===== config.mk =====
export PLATFORM = sky130hd
export DESIGN_NAME = khu_pad_input_conditioner
export DESIGN_NICKNAME = d
export VERILOG_FILES = /design/src/rtl/khu_pad_input_conditioner.sv
export SDC_FILE = /design/constraint.sdc
export NUM_CORES = 1
export LEC_CHECK = 0
export ABC_AREA = 1
export CAP_MARGIN = 20
export CORE_AREA = 2 2 39 41
export CTS_BUF_LIST = sky130_fd_sc_hd__clkbuf_2
export DETAILED_ROUTE_END_ITERATION = 12
export DIE_AREA = 0 0 41 43
export PLACE_DENSITY = 0.7
export RECOVER_POWER = 50
export SLEW_MARGIN = 20
export SYNTH_ARGS = -nofsm -noshare
export SYNTH_HDL_FRONTEND = slang
export SYNTH_SLANG_ARGS = --single-unit

===== constraint.sdc =====
create_clock -name CLK -period 2 [get_ports CLK]
set_clock_uncertainty 0.05 [all_clocks]
set_input_delay 0.4 -clock CLK [delete_from_list [all_inputs] [get_ports CLK]]
set_output_delay 0.4 -clock CLK [all_outputs]
set_load 0.05 [all_outputs]

===== src/rtl/khu_pad_input_conditioner.sv =====
// Pad-side input conditioning: core reset generation, input synchronisers and I2C bus-event strobes.
// Optional I2C glitch filter on SCL/SDA is enabled by defining KHU_I2C_GLITCH_FILT_EN.
module khu_pad_input_conditioner #(
   parameter int unsigned SYNC_STAGES = 2,
   parameter int unsigned FILT_LEN    = 3,
   parameter int unsigned RST_STRETCH = 4
) (
   input  logic CLK,
   input  logic RSTN,
   output logic RSTN_SYNC_O,
   input  logic UART_RXD_I,
   input  logic ADS1292_MISO_I,
   input  logic ADS1292_DRDY_I,
   input  logic MPR121_SCL_IN_I,
   input  logic MPR121_SDA_IN_I,
   output logic UART_RXD_O,
   output logic ADS1292_MISO_O,
   output logic ADS1292_DRDY_O,
   output logic ADS1292_DRDY_FALL_O,
   output logic MPR121_SCL_O,
   output logic MPR121_SDA_O,
   output logic I2C_START_O,
   output logic I2C_STOP_O,
   output logic I2C_BUSY_O
);

   localparam int unsigned SL    = SYNC_STAGES - 1;
   localparam int unsigned CNT_W = 4;

   generate
      if (SYNC_STAGES < 2 || SYNC_STAGES > 4) begin : g_bad_sync
         $error("SYNC_STAGES must be in 2..4");
      end
      if (FILT_LEN < 2 || FILT_LEN > 15) begin : g_bad_filt
         $error("FILT_LEN must be in 2..15");
      end
      if (RST_STRETCH < 2 || RST_STRETCH > 16) begin : g_bad_stretch
         $error("RST_STRETCH must be in 2..16");
      end
   endgenerate

   typedef enum logic {
      ST_IDLE = 1'b0,
      ST_BUSY = 1'b1
   } busy_state_e;

   logic [RST_STRETCH-1:0] rst_q;
   logic [SL:0]            uart_q;
   logic [SL:0]            miso_q;
   logic [SL:0]            drdy_q;
   logic [SL:0]            scl_s_q;
   logic [SL:0]            sda_s_q;
   logic                   drdy_fall_q;
   logic                   start_q;
   logic                   stop_q;
   busy_state_e            state_q;

   // Bit 1 = SCL, bit 0 = SDA; line_q is the conditioned value now, line_d its value after the next edge.
   logic [1:0] sync_cur;
   logic [1:0] line_q;
   logic [1:0] line_d;
   logic       start_c;
   logic       stop_c;

   // Reset stretcher and synchroniser chains; DRDY fall is registered from the value about to reach the output.
   always_ff @(posedge CLK or negedge RSTN) begin
      if (!RSTN) begin
         rst_q       <= '0;
         uart_q      <= '1;
         miso_q      <= '0;
         drdy_q      <= '1;
         scl_s_q     <= '1;
         sda_s_q     <= '1;
         drdy_fall_q <= 1'b0;
      end else begin
         rst_q       <= {rst_q[RST_STRETCH-2:0], 1'b1};
         uart_q      <= {uart_q[SL-1:0], UART_RXD_I};
         miso_q      <= {miso_q[SL-1:0], ADS1292_MISO_I};
         drdy_q      <= {drdy_q[SL-1:0], ADS1292_DRDY_I};
         scl_s_q     <= {scl_s_q[SL-1:0], MPR121_SCL_IN_I};
         sda_s_q     <= {sda_s_q[SL-1:0], MPR121_SDA_IN_I};
         drdy_fall_q <= drdy_q[SL] & ~drdy_q[SL-1];
      end
   end

   assign sync_cur = {scl_s_q[SL], sda_s_q[SL]};

`ifdef KHU_I2C_GLITCH_FILT_EN
   logic [1:0]            filt_q;
   logic [1:0]            filt_d;
   logic [1:0][CNT_W-1:0] cnt_q;
   logic [1:0][CNT_W-1:0] cnt_d;

   // A line follows its synchroniser only after FILT_LEN consecutive disagreeing cycles.
   always_comb begin
      filt_d = filt_q;
      cnt_d  = '0;
      for (int i = 0; i < 2; i++) begin
         if (sync_cur[i] != filt_q[i]) begin
            if (cnt_q[i] == CNT_W'(FILT_LEN - 1)) begin
               filt_d[i] = sync_cur[i];
            end else begin
               cnt_d[i] = cnt_q[i] + CNT_W'(1);
            end
         end
      end
   end

   always_ff @(posedge CLK or negedge RSTN) begin
      if (!RSTN) begin
         filt_q <= '1;
         cnt_q  <= '0;
      end else begin
         filt_q <= filt_d;
         cnt_q  <= cnt_d;
      end
   end

   assign line_q = filt_q;
   assign line_d = filt_d;
`else
   assign line_q = sync_cur;
   assign line_d = {scl_s_q[SL-1], sda_s_q[SL-1]};
`endif

   // Events are decoded on the transition being registered so strobes and BUSY appear with the new line values.
   always_comb begin
      start_c = line_q[1] & line_d[1] &  line_q[0] & ~line_d[0];
      stop_c  = line_q[1] & line_d[1] & ~line_q[0] &  line_d[0];
   end

   always_ff @(posedge CLK or negedge RSTN) begin
      if (!RSTN) begin
         state_q <= ST_IDLE;
         start_q <= 1'b0;
         stop_q  <= 1'b0;
      end else begin
         start_q <= start_c;
         stop_q  <= stop_c;
         case (state_q)
            ST_IDLE: if (start_c) state_q <= ST_BUSY;
            ST_BUSY: if (stop_c)  state_q <= ST_IDLE;
         endcase
      end
   end

   assign RSTN_SYNC_O         = rst_q[RST_STRETCH-1];
   assign UART_RXD_O          = uart_q[SL];
   assign ADS1292_MISO_O      = miso_q[SL];
   assign ADS1292_DRDY_O      = drdy_q[SL];
   assign ADS1292_DRDY_FALL_O = drdy_fall_q;
   assign MPR121_SCL_O        = line_q[1];
   assign MPR121_SDA_O        = line_q[0];
   assign I2C_START_O         = start_q;
   assign I2C_STOP_O          = stop_q;
   assign I2C_BUSY_O          = (state_q == ST_BUSY);

endmodule


==> metrics.md <==
| Metric | Value |
|---|---|
| Via count of the first global-routing pass | 269 |
| Least-Margin Pin Slew | between 800 and 900 ps |
| Final clock period utilization by the worst path | 95.3% |
| Diodes inserted | 0 |
| Mapped Nets | 38 |
| Proportion of power drawn by combinational gates | 14.5% |
| Initial antenna violation count | 0 |
| Crit end category | output port |
| Gr busiest metal | met1 |
| Width of the chip | about 41 µm |
| Number of hold violations in the final report | 0 |
| Final setup violating endpoints | 0 |
| Most frequent cell after synthesis | sky130_fd_sc_hd__dfrtp_1 |
| Primary FF master, synth | sky130_fd_sc_hd__dfrtp_1 |
| Arrival time reported for the critical path endpoint | 1460 ps |
| Maximum vdd ir drop | 436 µV |
| Result of the run | completed |
| Initial core utilization | 37.1% |
| Core Region | 0.00138 mm² |
| Setup crit start kind | flip-flop |
| Via Count | roughly 270 |
| Required time reported for the critical path endpoint | 1550 ps |
| Routability Congestion | around 0.64 |
| Number of enable-type register cells in the synthesized netlist | 0 |
| Biggest area contributors in the synthesized netlist | sky130_fd_sc_hd__dfrtp_1, sky130_fd_sc_hd__dfstp_2, sky130_fd_sc_hd__inv_1 |
| Detail-routed net length per standard cell | 9.26 µm |
| Largest net degree at the start of global routing | 19 |
| Clock root buffer | sky130_fd_sc_hd__clkbuf_2 |
| Post-synthesis cell area | 513 µm² |
| Most frequent cells after synthesis | sky130_fd_sc_hd__dfrtp_1, sky130_fd_sc_hd__dfstp_2, sky130_fd_sc_hd__inv_1 |
| Total Neg Setup Slack | 0 ps |
| Layout Nets | 60 |
| Share of final-layout standard cells stronger than drive strength 1 | 28.8% |
| Area leader, netlist | sky130_fd_sc_hd__dfrtp_1 |
| Crit path setup slack, layout | 93.6 ps |
| Max capacitance violation total | 0 |
| FFs w/ async S/R, synth | 100% |
| Via count normalized by instance count | 4.01 |
| Met2 track demand over resource | about 12% |
| # IOs | 17 |
| Met3 capacity usage during global routing | around 3.1% |
| Kind of cell adding the most delay to the critical path | buffers and inverters |
| Count of buffers from port buffering | 16 |
| P_sw | 169 µW |
| Cells along the critical path | clkdlybuf4s50_1 |
| Clock share of power | 22.6% |
| Internal power component | roughly 460 µW |
| GRT Residual Overflow | 0 |
| Met1 Use GR | 13.6% |
| Proportion of netlist area held by the largest area contributor | around 49% |
| Headroom to the max-slew limit | 40.3% |
| Largest fanout of any net on the critical path | 2 |
| Power Dens Cells | approximately 900 mW/mm² |
| Number of synthesized register bits | 18 |
| Pre-CTS worst setup slack | 422 ps |
| Clock sink count | 18 |
| Total wire length | 630 µm |
| Insertion delay to the later sink of the worst-skew pair | 280 ps |
| Share of power burned in registers | 63.0% |
| Minimum clock period | roughly 1900 ps |
| Die Span Y | between 40 and 50 µm |
| CTS HTree Levels | 1 |
| Count of routing violations after the opening detailed-route iteration | 2 |
| Number of gates given a new drive strength after cts | 0 |
| Final Max Slew Viols | 0 |
| Hold-fix buffer count after cts | 0 |
| Clock slew seen by the registers of the worst setup and hold paths | 150 ps |
| Number of clock buffers inserted by TritonCTS | 3 |
| DRC errors left | 0 |
| Average instance area after synthesis | ~17 µm² |
| Maximum clock frequency | 525 MHz |
| Die area | 0.00176 mm² |
| Area growth from synthesis to final layout | 37.6% |
| Number of warnings printed during yosys synthesis | 0 |
| Peak per-stage delay on the critical path | 800 ps |
| Buffers & Inverters on Critical Path | 1 |
| All-Layer GR Usage | 9.85% |
| Leakage power | 0.344 nW |
| Tightest Hold Check Type | flip-flop to flip-flop |
| # fillers | ~120 |
| TritonCTS clock tree | built |
| Cell count after synthesis | 31 |
| Switching power as a share of total power | between 20% and 30% |
| Setup Fix Bufs, Post-CTS | 0 |
| First-pass GRT wire length | 1100 µm |
| Number of distinct library cells after synthesis | 8 |
| Critical Setup Path Class | flip-flop to output port |
| Largest buffer count on any clock path | 2 |
| Final antenna-violating net count | 0 |
| Cell with the biggest individual delay on the critical path | sky130_fd_sc_hd__clkdlybuf4s50_1 |
| RSZ-0062 raised after global routing | no |
| Detailed-routing iteration count for the pre-antenna-repair pass | 2 |
| Row Count | 14 |
| Share of synthesized area occupied by flip-flops and latches | 89.8% |
[final timing paths]
check / from / to / slack, ps / depth (start not counted)
max reg2reg: sda_s_q[0]$_DFF_PN1_ / I2C_BUSY_O$_DFF_PN0_ / 1010 / 5
min in group asynchronous: RSTN / rst_q[1]$_DFF_PN0_ / 680 / 2
min: uart_q[0]$_DFF_PN1_ / uart_q[1]$_DFF_PN1_ / 320 / 0
max in group asynchronous: RSTN / miso_q[1]$_DFF_PN0_ / 670 / 2
max: I2C_BUSY_O$_DFF_PN0_ / I2C_BUSY_O / 90 / 1
min reg2reg: uart_q[0]$_DFF_PN1_ / uart_q[1]$_DFF_PN1_ / 320 / 0
[placed cells by master (no fill, tap or decap)]
| cell | netlist | routed |
|---|---|---|
| sky130_fd_sc_hd__clkdlybuf4s50_1 | 0 | 6 |
| sky130_fd_sc_hd__dlygate4sd3_1 | 0 | 6 |
| sky130_fd_sc_hd__dfrtp_1 | 10 | 10 |
| sky130_fd_sc_hd__nor2_2 | 1 | 1 |
| sky130_fd_sc_hd__dfstp_1 | 0 | 1 |
| sky130_fd_sc_hd__nand2_1 | 4 | 4 |
| sky130_fd_sc_hd__nand3_1 | 1 | 1 |
| sky130_fd_sc_hd__inv_1 | 5 | 5 |
| sky130_fd_sc_hd__dfstp_2 | 8 | 7 |
| sky130_fd_sc_hd__nor2_1 | 1 | 1 |
| sky130_fd_sc_hd__clkbuf_1 | 0 | 1 |
| sky130_fd_sc_hd__clkbuf_2 | 0 | 3 |
| sky130_fd_sc_hd__clkinv_1 | 0 | 1 |
| sky130_fd_sc_hd__buf_4 | 0 | 4 |
| sky130_fd_sc_hd__conb_1 | 1 | 1 |
[logic make-up (layout without fill, tap and decap cells)]
family	Yosys count	count (layout)	synth area share, %
AND/OR/NAND/NOR	7	7	5.85
other	1	1	0.731
flip-flops	18	18	89.8
buffers and inverters	5	26	3.66
[cell type report]
type / count / area [µm²] / share of cell area [%]
Clock buffer: 3 / 15.0 / 2.13
Clock inverter: 1 / 3.75 / 0.532
Inverter: 5 / 18.8 / 2.66
Multi-Input combinational cell: 8 / 33.8 / 4.79
Sequential cell: 18 / 460 / 65.2
Tap cell: 16 / 20.0 / 2.84
Timing Repair Buffer: 17 / 154 / 21.8
[registers in the layout, indices dropped and copies added, names as in the netlist]
register and flops:
scl_s_q 2, ADS1292_DRDY_FALL_O 1, miso_q 2, sda_s_q 2, uart_q 2, I2C_STOP_O 1, I2C_START_O 1, drdy_q 2
I2C_BUSY_O 1, rst_q 4
[per-stage QoR]
step	utilization (%)	cell area [µm²]	total power, mW	instances	hold WS, ps
CTS	51.3	709	0.649	68	320
floorplan	-	513	0.456	31	54.4
detailed placement	49.9	691	0.501	64	285
finish	51.0	706	0.632	68	319
global placement	49.9	691	0.499	64	282
global route	51.0	706	0.667	68	326
[power by group through the flow]
| stage | clock (mW) | combinational (mW) | sequential (mW) |
|---|---|---|---|
| after floorplan | 0 | 0.00690 | 0.449 |
| after global routing | 0.170 | 0.0970 | 0.401 |
| after detailed placement | 0 | 0.0961 | 0.405 |
| final | 0.143 | 0.0916 | 0.398 |
| after global placement | 0 | 0.0946 | 0.404 |
| after CTS | 0.154 | 0.0963 | 0.399 |
[routing by layer]
| layer | vias to the layer above | routed length, µm |
|---|---|---|
| met1 | 130 | 252 |
| met4 | 0 | 0 |
| met5 | - | 0 |
| li1 | 129 | - |
| met3 | 0 | 69 |
| met2 | 14 | 308 |
No activity file was read; power rests on OpenSTA's default activity.
